==> src/rtl/cd_tx_ram.sv <==
// cd_tx_ram: double-buffered TX frame RAM; CSR writes 32-bit words, engine reads bytes from the queued page.
// Optional CD_TX_RAM_LEN_SNOOP_EN adds per-page frame-length snooping on tx_frame_len.
module cd_tx_ram #(
    parameter int PAGE_AW = 6
) (
    input  logic               clk,
    input  logic               reset,
    input  logic               tx_ram_wr_en,
    input  logic [PAGE_AW-1:0] tx_ram_wr_addr,
    input  logic [31:0]        tx_ram_wr_word,
    input  logic               tx_ram_switch,
    input  logic               tx_abort,
    output logic               tx_pending,
    output logic               switch_lost,
    output logic               tx_req,
    input  logic               tx_start,
    input  logic               tx_done,
    input  logic               tx_retry,
    input  logic [PAGE_AW+1:0] tx_rd_addr,
    output logic [7:0]         tx_rd_data,
    output logic               tx_kill
`ifdef CD_TX_RAM_LEN_SNOOP_EN
    ,
    output logic [7:0]         tx_frame_len
`endif
);
    localparam int DEPTH = 1 << PAGE_AW;
    localparam logic [1:0] FREE   = 2'd0;
    localparam logic [1:0] QUEUED = 2'd1;
    localparam logic [1:0] ACTIVE = 2'd2;

    logic [31:0] mem [2*DEPTH];
    logic        wr_sel;
    logic [1:0]  st;
    logic [1:0]  st_h;
    logic        accept;
    logic [31:0] rd_word;

    // Engine handshake and abort resolve first; a switch only sees the result.
    always_comb begin
        st_h   = tx_abort                    ? FREE   :
                 (tx_start && st == QUEUED)  ? ACTIVE :
                 (tx_retry && st == ACTIVE)  ? QUEUED :
                 (tx_done  && st == ACTIVE)  ? FREE   : st;
        accept = tx_ram_switch && st_h == FREE;
    end

    assign tx_req     = st == QUEUED;
    assign tx_pending = st != FREE;
    assign rd_word    = mem[{~wr_sel, tx_rd_addr[PAGE_AW+1:2]}];

    always_ff @(posedge clk)
        if (tx_ram_wr_en)
            mem[{wr_sel, tx_ram_wr_addr}] <= tx_ram_wr_word;

    always_ff @(posedge clk) begin
        if (reset) begin
            wr_sel      <= 1'b0;
            st          <= FREE;
            switch_lost <= 1'b0;
            tx_kill     <= 1'b0;
            tx_rd_data  <= 8'd0;
        end else begin
            wr_sel      <= wr_sel ^ accept;
            st          <= accept ? QUEUED : st_h;
            switch_lost <= tx_ram_switch && !accept;
            tx_kill     <= tx_abort && st == ACTIVE;
            tx_rd_data  <= rd_word[{tx_rd_addr[1:0], 3'b000} +: 8];
        end
    end

`ifdef CD_TX_RAM_LEN_SNOOP_EN
    logic [7:0] len [2];

    always_ff @(posedge clk) begin
        if (reset) begin
            len[0] <= 8'd3;
            len[1] <= 8'd3;
        end else if (tx_ram_wr_en && tx_ram_wr_addr == '0) begin
            len[wr_sel] <= tx_ram_wr_word[23:16] + 8'd3;
        end
    end

    assign tx_frame_len = len[~wr_sel];
`endif
endmodule

==> config.mk <==
export PLATFORM = sky130hd
export DESIGN_NAME = cd_tx_ram
export DESIGN_NICKNAME = d
export VERILOG_FILES = /design/src/rtl/cd_tx_ram.sv
export SDC_FILE = /design/constraint.sdc
export NUM_CORES = 2
export LEC_CHECK = 0
export CORE_ASPECT_RATIO = 0.6
export CORE_MARGIN = 2
export CORE_UTILIZATION = 50
export DETAILED_ROUTE_END_ITERATION = 10
export GPL_TIMING_DRIVEN = 0
export PLACE_DENSITY_LB_ADDON = 0.12
export SYNTH_ARGS = -nofsm -noshare
export SYNTH_HDL_FRONTEND = slang
export SYNTH_SLANG_ARGS = --single-unit
export TNS_END_PERCENT = 1
==> constraint.sdc <==
create_clock -name clk -period 10.22 [get_ports clk]
set_clock_uncertainty 0.1 [all_clocks]
set_input_delay 3.066 -clock clk [delete_from_list [all_inputs] [get_ports clk]]
set_output_delay 3.066 -clock clk [all_outputs]
set_load 0.01 [all_outputs]
* Yosys cells after proc, flatten, opt, wreduce, memory -nomap -nowiden
Memories as Yosys holds them, arrays and structs flattened.
Index checks and enable logic that the tools add are counted.
W data, S select, Z words.
** Storage, ports and cells
- Logic and storage cells :: 29
- Latch bits :: 0
- RAM bits :: 4096
- Register bits :: 13
- Memories kept :: 1
- Memory bits (read-only) :: 0
- Input bits :: 54
- Output and inout port bits :: 12
** Operators by class
- Equal/unequal tests :: 2
- Divide/modulo/power cells :: 0
- $add $sub $neg :: 0
- Muxes and demuxes :: 7
- Reduce and logical (&&, ||, !) cells :: 10
- $mul :: 0
- Bitwise operators :: 2
- Magnitude comparators :: 0
- Shift operators :: 1
** Memory list
- mem :: words 128, bits a word 32, read ports 1, clocked after memory_dff 0, write ports 1, line 32 : logic [31:0] mem [2*DEPTH];
** Operator list (number)
- $shiftx A32 B6 Y8 :: 1
- $mux W2 :: 4
- $logic_and A1 B1 Y1 :: 6
- $mux W1 :: 3
- $eq A2 B1 Y1 const B :: 1
- $eq A2 B2 Y1 const B :: 1
- $logic_not A2 Y1 :: 1
- $reduce_bool A2 Y1 :: 1
- $reduce_or A2 Y1 :: 1
- $logic_not A1 Y1 :: 1
- $not A1 Y1 :: 1
- $xor A1 B1 Y1 :: 1

* Depth between registers and ports, before layout
- Word-level depth :: 10
- Gate-level depth with buffers :: 13
- Gate-level depth less buffers :: 7

* Worst setup path after synthesis
No wires, ideal clock.
- Path kind :: input port to flip-flop
- From :: input tx_ram_wr_en
- To :: memory mem[76][0] (enable)
- Buffers on the path :: 1
- Data arrival time :: 5.842 ns
- Setup time :: 0.461 ns
- Path slack :: 3.817 ns
- Required time :: 9.659 ns
- Cell stages on the path :: 3
- Cell sequence :: clkbuf_1 nand4_1 nor3_1
** Between the ends
- Longest elaborated chain between the ends :: 2
** Ends and longest elaborated chain
- start: declaration :: line 8 : input logic tx_ram_wr_en,
- $mux W1 :: line 53 : if (tx_ram_wr_en)
- $mux W1 (not written as such) :: line 54 : mem[{wr_sel, tx_ram_wr_addr}] <= tx_ram_wr_word;
- end: declaration :: line 32
No other way between the ends.

* Worst setup path after layout
- From :: input tx_rd_addr[4]
- To :: register tx_rd_data[0]
** Between the ends
- Longest elaborated chain between the ends :: 2
** Ends and longest elaborated chain
- start: declaration :: line 19 : input logic [PAGE_AW+1:0] tx_rd_addr,
- $mem_v2 Z128 W32
- $shiftx A32 B6 Y8 :: line 68 : tx_rd_data <= rd_word[{tx_rd_addr[1:0], 3'b000} +: 8];
- end signal: assignment :: line 68
- end: declaration :: line 20 : output logic [7:0] tx_rd_data,
No other way between the ends.
A chain may end at the register's enable or synchronous reset.

==> summary.txt <==
Status
  – Status: finished, violations left
  – Failing checks: max-capacitance violations, max-slew violations, negative setup slack

Route
  – Initial DRT Pass Iterations: 9
  – Final WL: 571.1 mm
  – Routed vias/inst: about 7
  – Post-route ant nets: 0
  – First DRT Iteration DRCs: about 18,000
  – DRC errors left: 0
  – Vias after detailed routing: around 87,000
  – Per-cell routed wire length: between 40 and 50 um

STA
  – Final period util: 1.071
  – Fmax: around 90 MHz
  – Max_slew headroom: -0.1952
  – Final min period: approximately 11 ns
  – RSZ-0062 raised after global routing: false
  – Slew at the pin with the worst max-slew slack: about 1.8 ns
  – Pins Over Slew Limit: 66
  – Hold Fails Final Rpt: 0
  – Final setup fails: 1
  – Final WS setup: -0.7257 ns

Global routing
  – Vias in the first global route: approximately 79,000
  – GRT overflow: 0
  – Initial antenna violation count: 60
  – GRT Util Overall: 0.3541
  – Largest net degree at the start of global routing: 105
  – First-pass GRT wire length: between 700 and 800 mm

Clocking
  – TritonCTS clock tree: built
  – CTS max path bufs: 4
  – Post-CTS Resized: 0
  – Worst skew pair latency: ~0.96 ns
  – Post-CTS Setup Repair Bufs: 0
  – CTS root buf: clkbuf_16
  – Hold-fix buffers, CTS: 0
  – H-tree levels: 5
  – Clock transition at the registers of the reported paths: ~0.060 ns
  – CTS Buf Count: about 370
  – Clock sink count: 4,109

Floorplan
  – Placeable Area: 313,100 um^2
  – Std-Cell Rows: roughly 160
  – Top Ports: 66
  – Die ar.: ~320,000 um^2
  – Die X-Extent: 728.8 um
  – Initial core utilization: 0.5032
  – Die Span Y: between 400 and 500 um

Yosys
  – Syn Std Cell Area: 157,600 um^2
  – Synthesis Warnings: 0
  – Register area share after synthesis: 0.7822
  – Mapped Nets: approximately 7,200
  – Mean post-synth cell area: between 20 and 25 um^2
  – Top_reg_cell synth: edfxtp_1
  – Top cells by area, synth: edfxtp_1, mux4_2, mux2i_1
  – Cell count after synthesis: 7,097
  – Synth cell types: 58
  – Synth area leader: edfxtp_1
  – Yosys top cell area share: 0.7805
  – Post-synth EDFFs: between 4,000 and 5,000
  – Asr flop ratio synth: 0
  – Synth Register Bits: slightly above 4,000

Layout
  – Post-route insts no fill: around 12,000
  – NumNets Final: just under 8,000
  – Final instance area: 180,800 um^2
  – Commonest non-fill, non-tap cell in the layout: edfxtp_1
  – Fill count: 22,700
  – Final core occ: 0.5773
  – Commonest cells after routing, fill and taps aside: edfxtp_1, mux4_2, mux2i_1
  – Area grow syn2layout: 14.72%
  – Layout cell share with drive strength beyond 1: 0.2626

Worst setup path
  – Crit path cell chain: clkdlybuf4s50_1, buf_2, buf_2, clkbuf_1, buf_1, clkbuf_1, a21oi_1, o21ai_0, nand4_1, o221ai_1
  – R2R setup slack: 4.27 ns
  – Slowest stage delay, CP: roughly 1.3 ns
  – Worst r2r dst: tx_rd_data[4]$_SDFF_PP0_
  – CP delay by family, top: buffers and inverters
  – Crit path DAT: ~12 ns
  – Critical path's slowest cell: o21ai_0
  – Critical Path RT: ~11 ns
  – Buf/Inv on CP: 6
  – Reg2reg start: wr_sel$_SDFF_PP0_
  – Critical Path Sink Type: flop
  – Max FO, Critical Path: 10
  – Startpoint types: input port
  – Critical path class: in -> reg
  – Worst reg-to-reg path cell count: 8

Pwr
  – Peak supply drop: roughly 170 uV
  – P_leak: between 50 and 60 nW
  – PwrDens: slightly below 200 nW/um^2
  – Pwr Total: 35.05 mW

Worst hold path
  – Min-Delay Endpoint: tx_kill$_SDFF_PP0_
  – Hold path depth: 2
  – Hold crit path type: reg -> reg
  – Min-delay src: st[1]$_SDFF_PP0_

Place
  – Hpwl dp: 395.1 mm
  – Cell Area, Placed: about 170,000 um^2
  – Port bufs: just under 60
  – Routability Congestion: 1.038
  – Placed insts: roughly 12,000

Run
  – MaxCap Viol Count: 11
==> flip-flops by register name (all words and copies together), names as in the netlist <==
register and count:
switch_lost 1, st 2, wr_sel 1, tx_rd_data 8, tx_kill 1, mem 4096
==> worst max path at each step <==
| stage | start | to | cells after the start |
|---|---|---|---|
| after floorplan | tx_ram_wr_en | mem[76][0]$_DFFE_PP_ | 3 |
| after global placement | tx_rd_addr[5] | tx_rd_data[4]$_SDFF_PP0_ | 11 |
| after detailed placement | tx_rd_addr[4] | tx_rd_data[0]$_SDFF_PP0_ | 10 |
| after CTS | tx_rd_addr[4] | tx_rd_data[0]$_SDFF_PP0_ | 10 |
| after global routing | tx_rd_addr[4] | tx_rd_data[0]$_SDFF_PP0_ | 10 |
| final | tx_rd_addr[4] | tx_rd_data[0]$_SDFF_PP0_ | 10 |
==> per-stage QoR <==
step,worst slack [ns],setup TNS [ns],hold slack (ns)
2_1_floorplan,3.817,0,0.3608
3_3_place_gp,-2.417,-328.39,0.3969
3_5_place_dp,-0.7820,-0.7820,0.3984
4_1_cts,0.1970,0,0.4075
5_1_grt,0.1414,0,0.4448
6_report,-0.7257,-0.7257,0.4130
==> synthesized netlist by cell type (40+ instances only) <==
cell type / count
nor2_1: 202
clkbuf_1: 170
mux4_2: 881
buf_4: 63
a211oi_1: 40
o22ai_1: 55
a22oi_1: 182
buf_2: 88
o221ai_1: 121
nand2_1: 68
mux2i_1: 399
edfxtp_1: 4096
mux2_2: 68
o21ai_0: 70
nand3_1: 107
a21oi_1: 127
buf_6: 55
==> cells by family after synthesis <==
group                     synth area share
buffers and inverters              0.01466
and+or+nand+nor                    0.01642
AOI/OAI and AO/OA                  0.03055
DFF                                 0.7822
xor gates and xnor gates        0.00005559
muxes                               0.1561
==> where the power goes <==
part / internal (mW) / switching, mW / leakage (nW)
registers: 18.6 / 0.0141 / 36.9
logic: 0.645 / 1.67 / 13.6
clock network: 7.82 / 6.33 / 5.77
==> tightest hold or removal path: cells and delay by family (launching register included) <==
| kind | cells | cell delay, ns |
|---|---|---|
| DFF | 1 | 0.35 |
| and+or+nand+nor | 2 | 0.12 |
==> layout make-up <==
type                       instances  area (um^2)  share of cell area
tap                             4186         5238             0.02897
inverter                           4        15.01          0.00008305
timing repair buffer             287         4946             0.02736
sequential                      4109       123300              0.6818
antenna                           26        65.06           0.0003599
clock inverter                   208         2163             0.01197
clock buffer                     446         9693             0.05362
multi-input combinational       2575        33060              0.1829
buffer                           409         2342             0.01296
==> layer usage <==
layer / vias up / GRT usage / wire length [um]
met1: 46170 / 0.5314 / 223600
met3: 1074 / 0.1678 / 103100
li1: 31630 / - / -
met4: 32 / 0.1164 / 23110
met2: 7624 / 0.4524 / 221000
met5: - / 0.003698 / 379
Note: power is estimated with default switching activity, not from simulation.
